<file path="src/rtl/gray_marker_pipe.sv">
// rtl/gray_marker_pipe.sv - pipelined RGB-to-luma converter with frame-stable marker overlay
//
// Purpose: converts one RGB pixel per clock to luma with a fixed 3-cycle latency.
// Depending on the mode, it outputs passthrough, grayscale or a binary threshold
// image, and it can overlay a square detection marker. Mode, threshold and marker
// position are sampled once per frame on iFrameStart, so the overlay cannot tear
// mid-frame.
//
// Ports:
//   iCLK, iRST                 clock, asynchronous active-high reset
//   iDVAL                      input pixel valid
//   iRed/iGreen/iBlue          input colour channels (DW bits)
//   iXposition/iYposition      coordinates of the input pixel (PW bits)
//   iXresult/iYresult          detected object top-left corner (PW bits)
//   iFinished                  detection result valid
//   iFrameStart                one-cycle pulse before the first pixel of a frame
//   iMode                      0 pass, 1 gray, 2 threshold, 3 gray without marker
//   iThresh                    threshold for mode 2
//   oDVAL                      output valid (iDVAL delayed by 3)
//   oRed/oGreen/oBlue          output colour channels
module gray_marker_pipe #(
  parameter int DW     = 10,
  parameter int PW     = 13,
  parameter int SQUARE = 5,
  parameter int WR     = 77,
  parameter int WG     = 150,
  parameter int WB     = 29,
  parameter logic [DW-1:0] MARK_R = '1,
  parameter logic [DW-1:0] MARK_G = '0,
  parameter logic [DW-1:0] MARK_B = '0
) (
  input  logic          iCLK,
  input  logic          iRST,
  input  logic          iDVAL,
  input  logic [DW-1:0] iRed,
  input  logic [DW-1:0] iGreen,
  input  logic [DW-1:0] iBlue,
  input  logic [PW-1:0] iXposition,
  input  logic [PW-1:0] iYposition,
  input  logic [PW-1:0] iXresult,
  input  logic [PW-1:0] iYresult,
  input  logic          iFinished,
  input  logic          iFrameStart,
  input  logic [1:0]    iMode,
  input  logic [DW-1:0] iThresh,
  output logic          oDVAL,
  output logic [DW-1:0] oRed,
  output logic [DW-1:0] oGreen,
  output logic [DW-1:0] oBlue
);

  localparam int PRW = DW + 8;
  localparam logic [PRW-1:0] WR_L = PRW'(WR);
  localparam logic [PRW-1:0] WG_L = PRW'(WG);
  localparam logic [PRW-1:0] WB_L = PRW'(WB);
  localparam logic [DW-1:0]  MAXV = '1;

  // Frame shadow registers; the _d values double as the effective settings so a
  // pixel arriving together with iFrameStart already sees the new frame's values.
  logic [1:0]    mode_q, mode_d;
  logic [DW-1:0] thresh_q, thresh_d;
  logic [PW-1:0] xs_q, xs_d, ys_q, ys_d;
  logic          fin_q, fin_d;

  always_comb begin
    mode_d   = mode_q;
    thresh_d = thresh_q;
    xs_d     = xs_q;
    ys_d     = ys_q;
    fin_d    = fin_q;
    if (iFrameStart) begin
      mode_d   = iMode;
      thresh_d = iThresh;
      xs_d     = iXresult;
      ys_d     = iYresult;
      fin_d    = iFinished;
    end
  end

  // Stage 1: products, raw colour, marker hit. Mode and threshold travel with
  // the pixel so pixels still in flight at a frame boundary keep their frame's mode.
  logic [PRW-1:0] pr_q, pg_q, pb_q;
  logic [DW-1:0]  r1_q, g1_q, b1_q, thresh1_q;
  logic [1:0]     mode1_q;
  logic           hit1_q, v1_q;
  logic [PW:0]    x_hi, y_hi;
  logic           hit_d;

  // Upper bounds are one bit wider so a box near the right/bottom edge clips
  // instead of wrapping around to column/row 0.
  assign x_hi  = {1'b0, xs_d} + (PW+1)'(SQUARE - 1);
  assign y_hi  = {1'b0, ys_d} + (PW+1)'(SQUARE - 1);
  assign hit_d = fin_d
               && (iXposition >= xs_d) && ({1'b0, iXposition} <= x_hi)
               && (iYposition >= ys_d) && ({1'b0, iYposition} <= y_hi);

  // Stage 2: luma sum, truncate, saturate.
  logic [PRW+1:0] sum;
  logic [DW+1:0]  gray_full;
  logic [DW-1:0]  gray_d;
  logic [DW-1:0]  gray2_q, r2_q, g2_q, b2_q, thresh2_q;
  logic [1:0]     mode2_q;
  logic           hit2_q, v2_q;

  assign sum       = {2'b00, pr_q} + {2'b00, pg_q} + {2'b00, pb_q};
  assign gray_full = (DW+2)'(sum >> 8);
  assign gray_d    = (gray_full > (DW+2)'(MAXV)) ? MAXV : gray_full[DW-1:0];

  // Stage 3: output select.
  logic [DW-1:0] or_q, og_q, ob_q, or_d, og_d, ob_d;
  logic          v3_q;

  always_comb begin
    or_d = r2_q;
    og_d = g2_q;
    ob_d = b2_q;
    case (mode2_q)
      2'd1, 2'd3: begin
        or_d = gray2_q;
        og_d = gray2_q;
        ob_d = gray2_q;
      end
      2'd2: begin
        or_d = (gray2_q >= thresh2_q) ? MAXV : '0;
        og_d = or_d;
        ob_d = or_d;
      end
      default: ;
    endcase
    if (hit2_q && (mode2_q != 2'd3)) begin
      or_d = MARK_R;
      og_d = MARK_G;
      ob_d = MARK_B;
    end
  end

  always_ff @(posedge iCLK or posedge iRST) begin
    if (iRST) begin
      mode_q <= '0; thresh_q <= '0; xs_q <= '0; ys_q <= '0; fin_q <= 1'b0;
      pr_q <= '0; pg_q <= '0; pb_q <= '0;
      r1_q <= '0; g1_q <= '0; b1_q <= '0; thresh1_q <= '0;
      mode1_q <= '0; hit1_q <= 1'b0; v1_q <= 1'b0;
      gray2_q <= '0; r2_q <= '0; g2_q <= '0; b2_q <= '0; thresh2_q <= '0;
      mode2_q <= '0; hit2_q <= 1'b0; v2_q <= 1'b0;
      or_q <= '0; og_q <= '0; ob_q <= '0; v3_q <= 1'b0;
    end else begin
      mode_q   <= mode_d;
      thresh_q <= thresh_d;
      xs_q     <= xs_d;
      ys_q     <= ys_d;
      fin_q    <= fin_d;
      v1_q     <= iDVAL;
      v2_q     <= v1_q;
      v3_q     <= v2_q;
      if (iDVAL) begin
        pr_q      <= {8'd0, iRed} * WR_L;
        pg_q      <= {8'd0, iGreen} * WG_L;
        pb_q      <= {8'd0, iBlue} * WB_L;
        r1_q      <= iRed;
        g1_q      <= iGreen;
        b1_q      <= iBlue;
        hit1_q    <= hit_d;
        mode1_q   <= mode_d;
        thresh1_q <= thresh_d;
      end
      if (v1_q) begin
        gray2_q   <= gray_d;
        r2_q      <= r1_q;
        g2_q      <= g1_q;
        b2_q      <= b1_q;
        hit2_q    <= hit1_q;
        mode2_q   <= mode1_q;
        thresh2_q <= thresh1_q;
      end
      if (v2_q) begin
        or_q <= or_d;
        og_q <= og_d;
        ob_q <= ob_d;
      end
    end
  end

  assign oDVAL  = v3_q;
  assign oRed   = or_q;
  assign oGreen = og_q;
  assign oBlue  = ob_q;

endmodule

</file>
<file path="config.mk">
export PLATFORM = sky130hd
export DESIGN_NAME = gray_marker_pipe
export DESIGN_NICKNAME = d
export VERILOG_FILES = /design/src/rtl/gray_marker_pipe.sv
export SDC_FILE = /design/constraint.sdc
export NUM_CORES = 1
export LEC_CHECK = 0
export ABC_AREA = 0
export CAP_MARGIN = 20
export CORE_MARGIN = 1
export CORE_UTILIZATION = 65
export DETAILED_ROUTE_END_ITERATION = 7
export DONT_BUFFER_PORTS = 1
export PLACE_DENSITY = 0.81
export SYNTH_ARGS = -nofsm -noshare
export SYNTH_HDL_FRONTEND = slang
export SYNTH_SLANG_ARGS = --single-unit
</file>
<file path="constraint.sdc">
create_clock -name iCLK -period 9.6 [get_ports iCLK]
set_input_delay 2.88 -clock iCLK [delete_from_list [all_inputs] [get_ports iCLK]]
set_output_delay 2.88 -clock iCLK [all_outputs]
set_load 0.05 [all_outputs]
</file>
==> run_results.csv <==
group,metric,value,unit
outcome,status,"complete, no violations",
sta,fin_crit_sh,61.77,%
logic_synthesis,syn_area_per_cell,10.68,um2
setup_path,slowest_delay,0.51,ns
clocking,htree_levels,1,
setup_path,worst_path_max_delay_cell,"fa_1",
sta,period_needed,5.929,ns
clocking,clk_pin_slew,0.06,ns
sta,setup_viol,0,
logic_synthesis,synth_area,14120,um2
setup_path,cp.buffers_inverters,2,
floorplanning,dieHeight,149.4,um
sta,tightest_slew,0.8955,ns
setup_path,cp_common_cell,"ha_1",
global_routing,grt_max_degree,134,
clocking,cts_tree,"done",
detailed_routing,wl_per_cell,18.57,um
setup_path,crit_path_start_kind,"input port",
logic_synthesis,synth_flop_cell,"dfrtp_1",
detailed_routing,routed_wl,29850,um
clocking,cts_root_buffer,"clkbuf_16",
global_routing,grt_pass1_vias,9884,
logic_synthesis,synthArstFlopShare,100.0,%
finish,multi_input_area,8075,um2
power,p_per_area,282.0,nW/um2
detailed_routing,vias_per_cell,6.007,
finish,area_growth,7.664,%
setup_path,path_cells,"ha_1 > ha_1 > inv_1 > fa_1 > fa_1 > inv_1 > ha_1 > and2_0 > a22o_1 > o41ai_2 > o22ai_1 > o41ai_2 > xnor2_1 > mux2_2",
floorplanning,coreArea,21150,um2
finish,nFillCells,1470,
run,maxCapViolations,0,
setup_path,crit_family,"adder cells",
placed_design,gp_congestion,0.9082,
global_routing,grt_first_pass_wirelength,49190,um
clocking,clock_sinks,212,
clocking,cts_resized,0,
floorplanning,rows,53,
detailed_routing,drc,0,
detailed_routing,ant_nets,0,
logic_synthesis,synth-seq-cells,212,
sta,relSlewSlack,40.30,%
finish,drive_gt1_share,12.47,%
clocking,clock_latency,0.52,ns
setup_path,critPathMaxFanout,5,
finish,nNetsFinal,1657,
finish,regArea,5306,um2
detailed_routing,vias,9653,
clocking,hold_buffers,0,
finish,layout_commonest_cell,"dfrtp_1",
placed_design,dp.cells,1562,
placed_design,io_buffers,0,
floorplanning,io_pins,130,
detailed_routing,drt_iter0_markers,422,
power,ir_drop,0.1821,mV
sta,rsz0062_at_grt,"false",
logic_synthesis,yosysSeqAreaShare,37.57,%
floorplanning,die_area,22320,um2
setup_path,worstSetupPathType,"input port to flop",
setup_path,crit_arrival,6.33,ns
sta,tns,0,ns
logic_synthesis,synth_edf_count,0,
floorplanning,start_util,66.75,%
global_routing,overflow,0,
sta,max_freq,0.1687,GHz
sta,whs,0.4806,ns
setup_path,crit_required,10.00,ns
global_routing,antenna_found_initial,0,
setup_path,rrSetupSlack,6.47,ns
detailed_routing,first_pass_iters,6,
sta,slew_violations,0,
power,power_leakage,0.007354,uW
logic_synthesis,netlist_instances,1322,
finish,instances_no_fill,1607,
sta,skew,0.01015,ns
worst_hold_path,hp-class,"flop to flop",
logic_synthesis,synthesis.nets,1665,
clocking,postCtsSetupBuffers,0,
setup_path,endpoint_kind,"flop",
global_routing,grt_util_all_layers,28.06,%
placed_design,post-place-ws,3.139,ns
finish,mostFrequentLayoutCells,"211 x dfrtp_1, 192 x ha_1, 149 x inv_1",
sta,hold_viol_final,0,
logic_synthesis,synth.distinct_cells,76,
finish,utilization,71.87,%
sta,worst_slack,3.671,ns
logic_synthesis,yosys_warnings,0,
clocking,clockBufferDepth,3,
floorplanning,dieWidth,149.4,um
placed_design,place_hpwl,22520,um
clocking,cts_inserted_buffers,23,
==> logic make-up (layout without fill, tap and decap cells) <==
family	after synthesis	count (layout)	share of synthesized area, %
AO/OA/AOI/OAI	260	260	12.10
flip-flops	212	212	37.57
adder cells (fa/ha/maj)	244	244	24.38
buffers and inverters	193	202	5.299
multiplexers	122	122	9.534
other	0	1	0
XOR/XNOR	45	45	2.791
AND/OR/NAND/NOR	246	246	8.320
==> layer usage <==
| metal | global-route usage [%] | vias up | share of wire, % |
|---|---|---|---|
| met2 | 46.74 | 229 | 48 |
| li1 | - | 4596 | - |
| met5 | 0 | - | 0 |
| met1 | 36.75 | 4760 | 43 |
| met4 | 10.26 | 0 | 3.8 |
| met3 | 4.801 | 68 | 5.3 |
==> final timing paths <==
check	startpoint	end	depth (start not counted)
setup reg to reg	xs_q[6]	hit1_q	14
hold reg to reg	thresh1_q[2]	thresh2_q[2]	2
max in group asynchronous	iRST	gray2_q[8]	3
setup / recovery	iRed[4]	pr_q[15]	14
hold / removal	thresh1_q[2]	thresh2_q[2]	2
min in group asynchronous	iRST	thresh_q[7]	1
==> stage by stage <==
stage	instance area, um2	total power, uW
after global placement	14340	3253
final	15200	4287
after global routing	15200	4601
after floorplan	14120	2895
after detailed placement	14340	3327
after CTS	15160	4288
==> state kept, by name (all words and copies together), names as in the netlist, 13 cells and up <==
name	count
xs_q	13
ys_q	13
pg_q	16
pb_q	13
pr_q	15
==> synthesized netlist by cell type, drive strengths merged (3+ instances only) <==
| library cell | instances | area share, % |
|---|---|---|
| a31oi | 6 | 0.27 |
| xor2 | 9 | 0.56 |
| fa | 52 | 7.4 |
| o22ai | 31 | 1.4 |
| o41ai | 4 | 0.41 |
| nand4b | 3 | 0.19 |
| mux2 | 100 | 8.0 |
| or2 | 3 | 0.13 |
| o31a | 3 | 0.19 |
| mux2i | 22 | 1.6 |
| and3 | 6 | 0.27 |
| o21a | 8 | 0.43 |
| dfrtp | 212 | 38 |
| o311ai | 3 | 0.19 |
| inv | 155 | 4.1 |
| nand4 | 4 | 0.18 |
| nand2b | 20 | 0.89 |
| or3 | 4 | 0.18 |
| a211oi | 8 | 0.50 |
| nand3 | 15 | 0.53 |
| a21oi | 57 | 2.1 |
| clkbuf | 28 | 0.74 |
| a22o | 4 | 0.25 |
| buf | 10 | 0.43 |
| nand3b | 4 | 0.21 |
| nand2 | 63 | 1.7 |
| nor4 | 3 | 0.18 |
| nor2b | 12 | 0.53 |
| o31ai | 4 | 0.21 |
| nor2 | 85 | 2.3 |
| o21ai | 69 | 2.4 |
| and2 | 5 | 0.22 |
| ha | 192 | 17 |
| xnor2 | 36 | 2.2 |
| nor3 | 12 | 0.46 |
| o22a | 10 | 0.62 |
| a21o | 24 | 1.3 |
==> worst min-delay path, delay by kind of cell (launching register included) <==
family          cells  cell delay (ns)
simple gates        1             0.05
flops               1             0.34
compound gates      1             0.06
==> final cells by class <==
| class | count | area share, % |
|---|---|---|
| clock inverter | 10 | 0.9300 |
| sequential | 212 | 34.90 |
| multi-input combinational | 917 | 53.12 |
| timing repair buffer | 5 | 0.4279 |
| antenna | 1 | 0.01646 |
| inverter | 155 | 3.876 |
| clock buffer | 32 | 4.469 |
| tap | 275 | 2.263 |
==> where the power goes <==
part           internal (uW)  switching, uW  total (uW)
Sequential              1110            387        1490
Clock                    577            365         942
Combinational            871            979        1850
Total                   2560           1730        4290
Note: power is estimated with default switching activity, not from simulation.
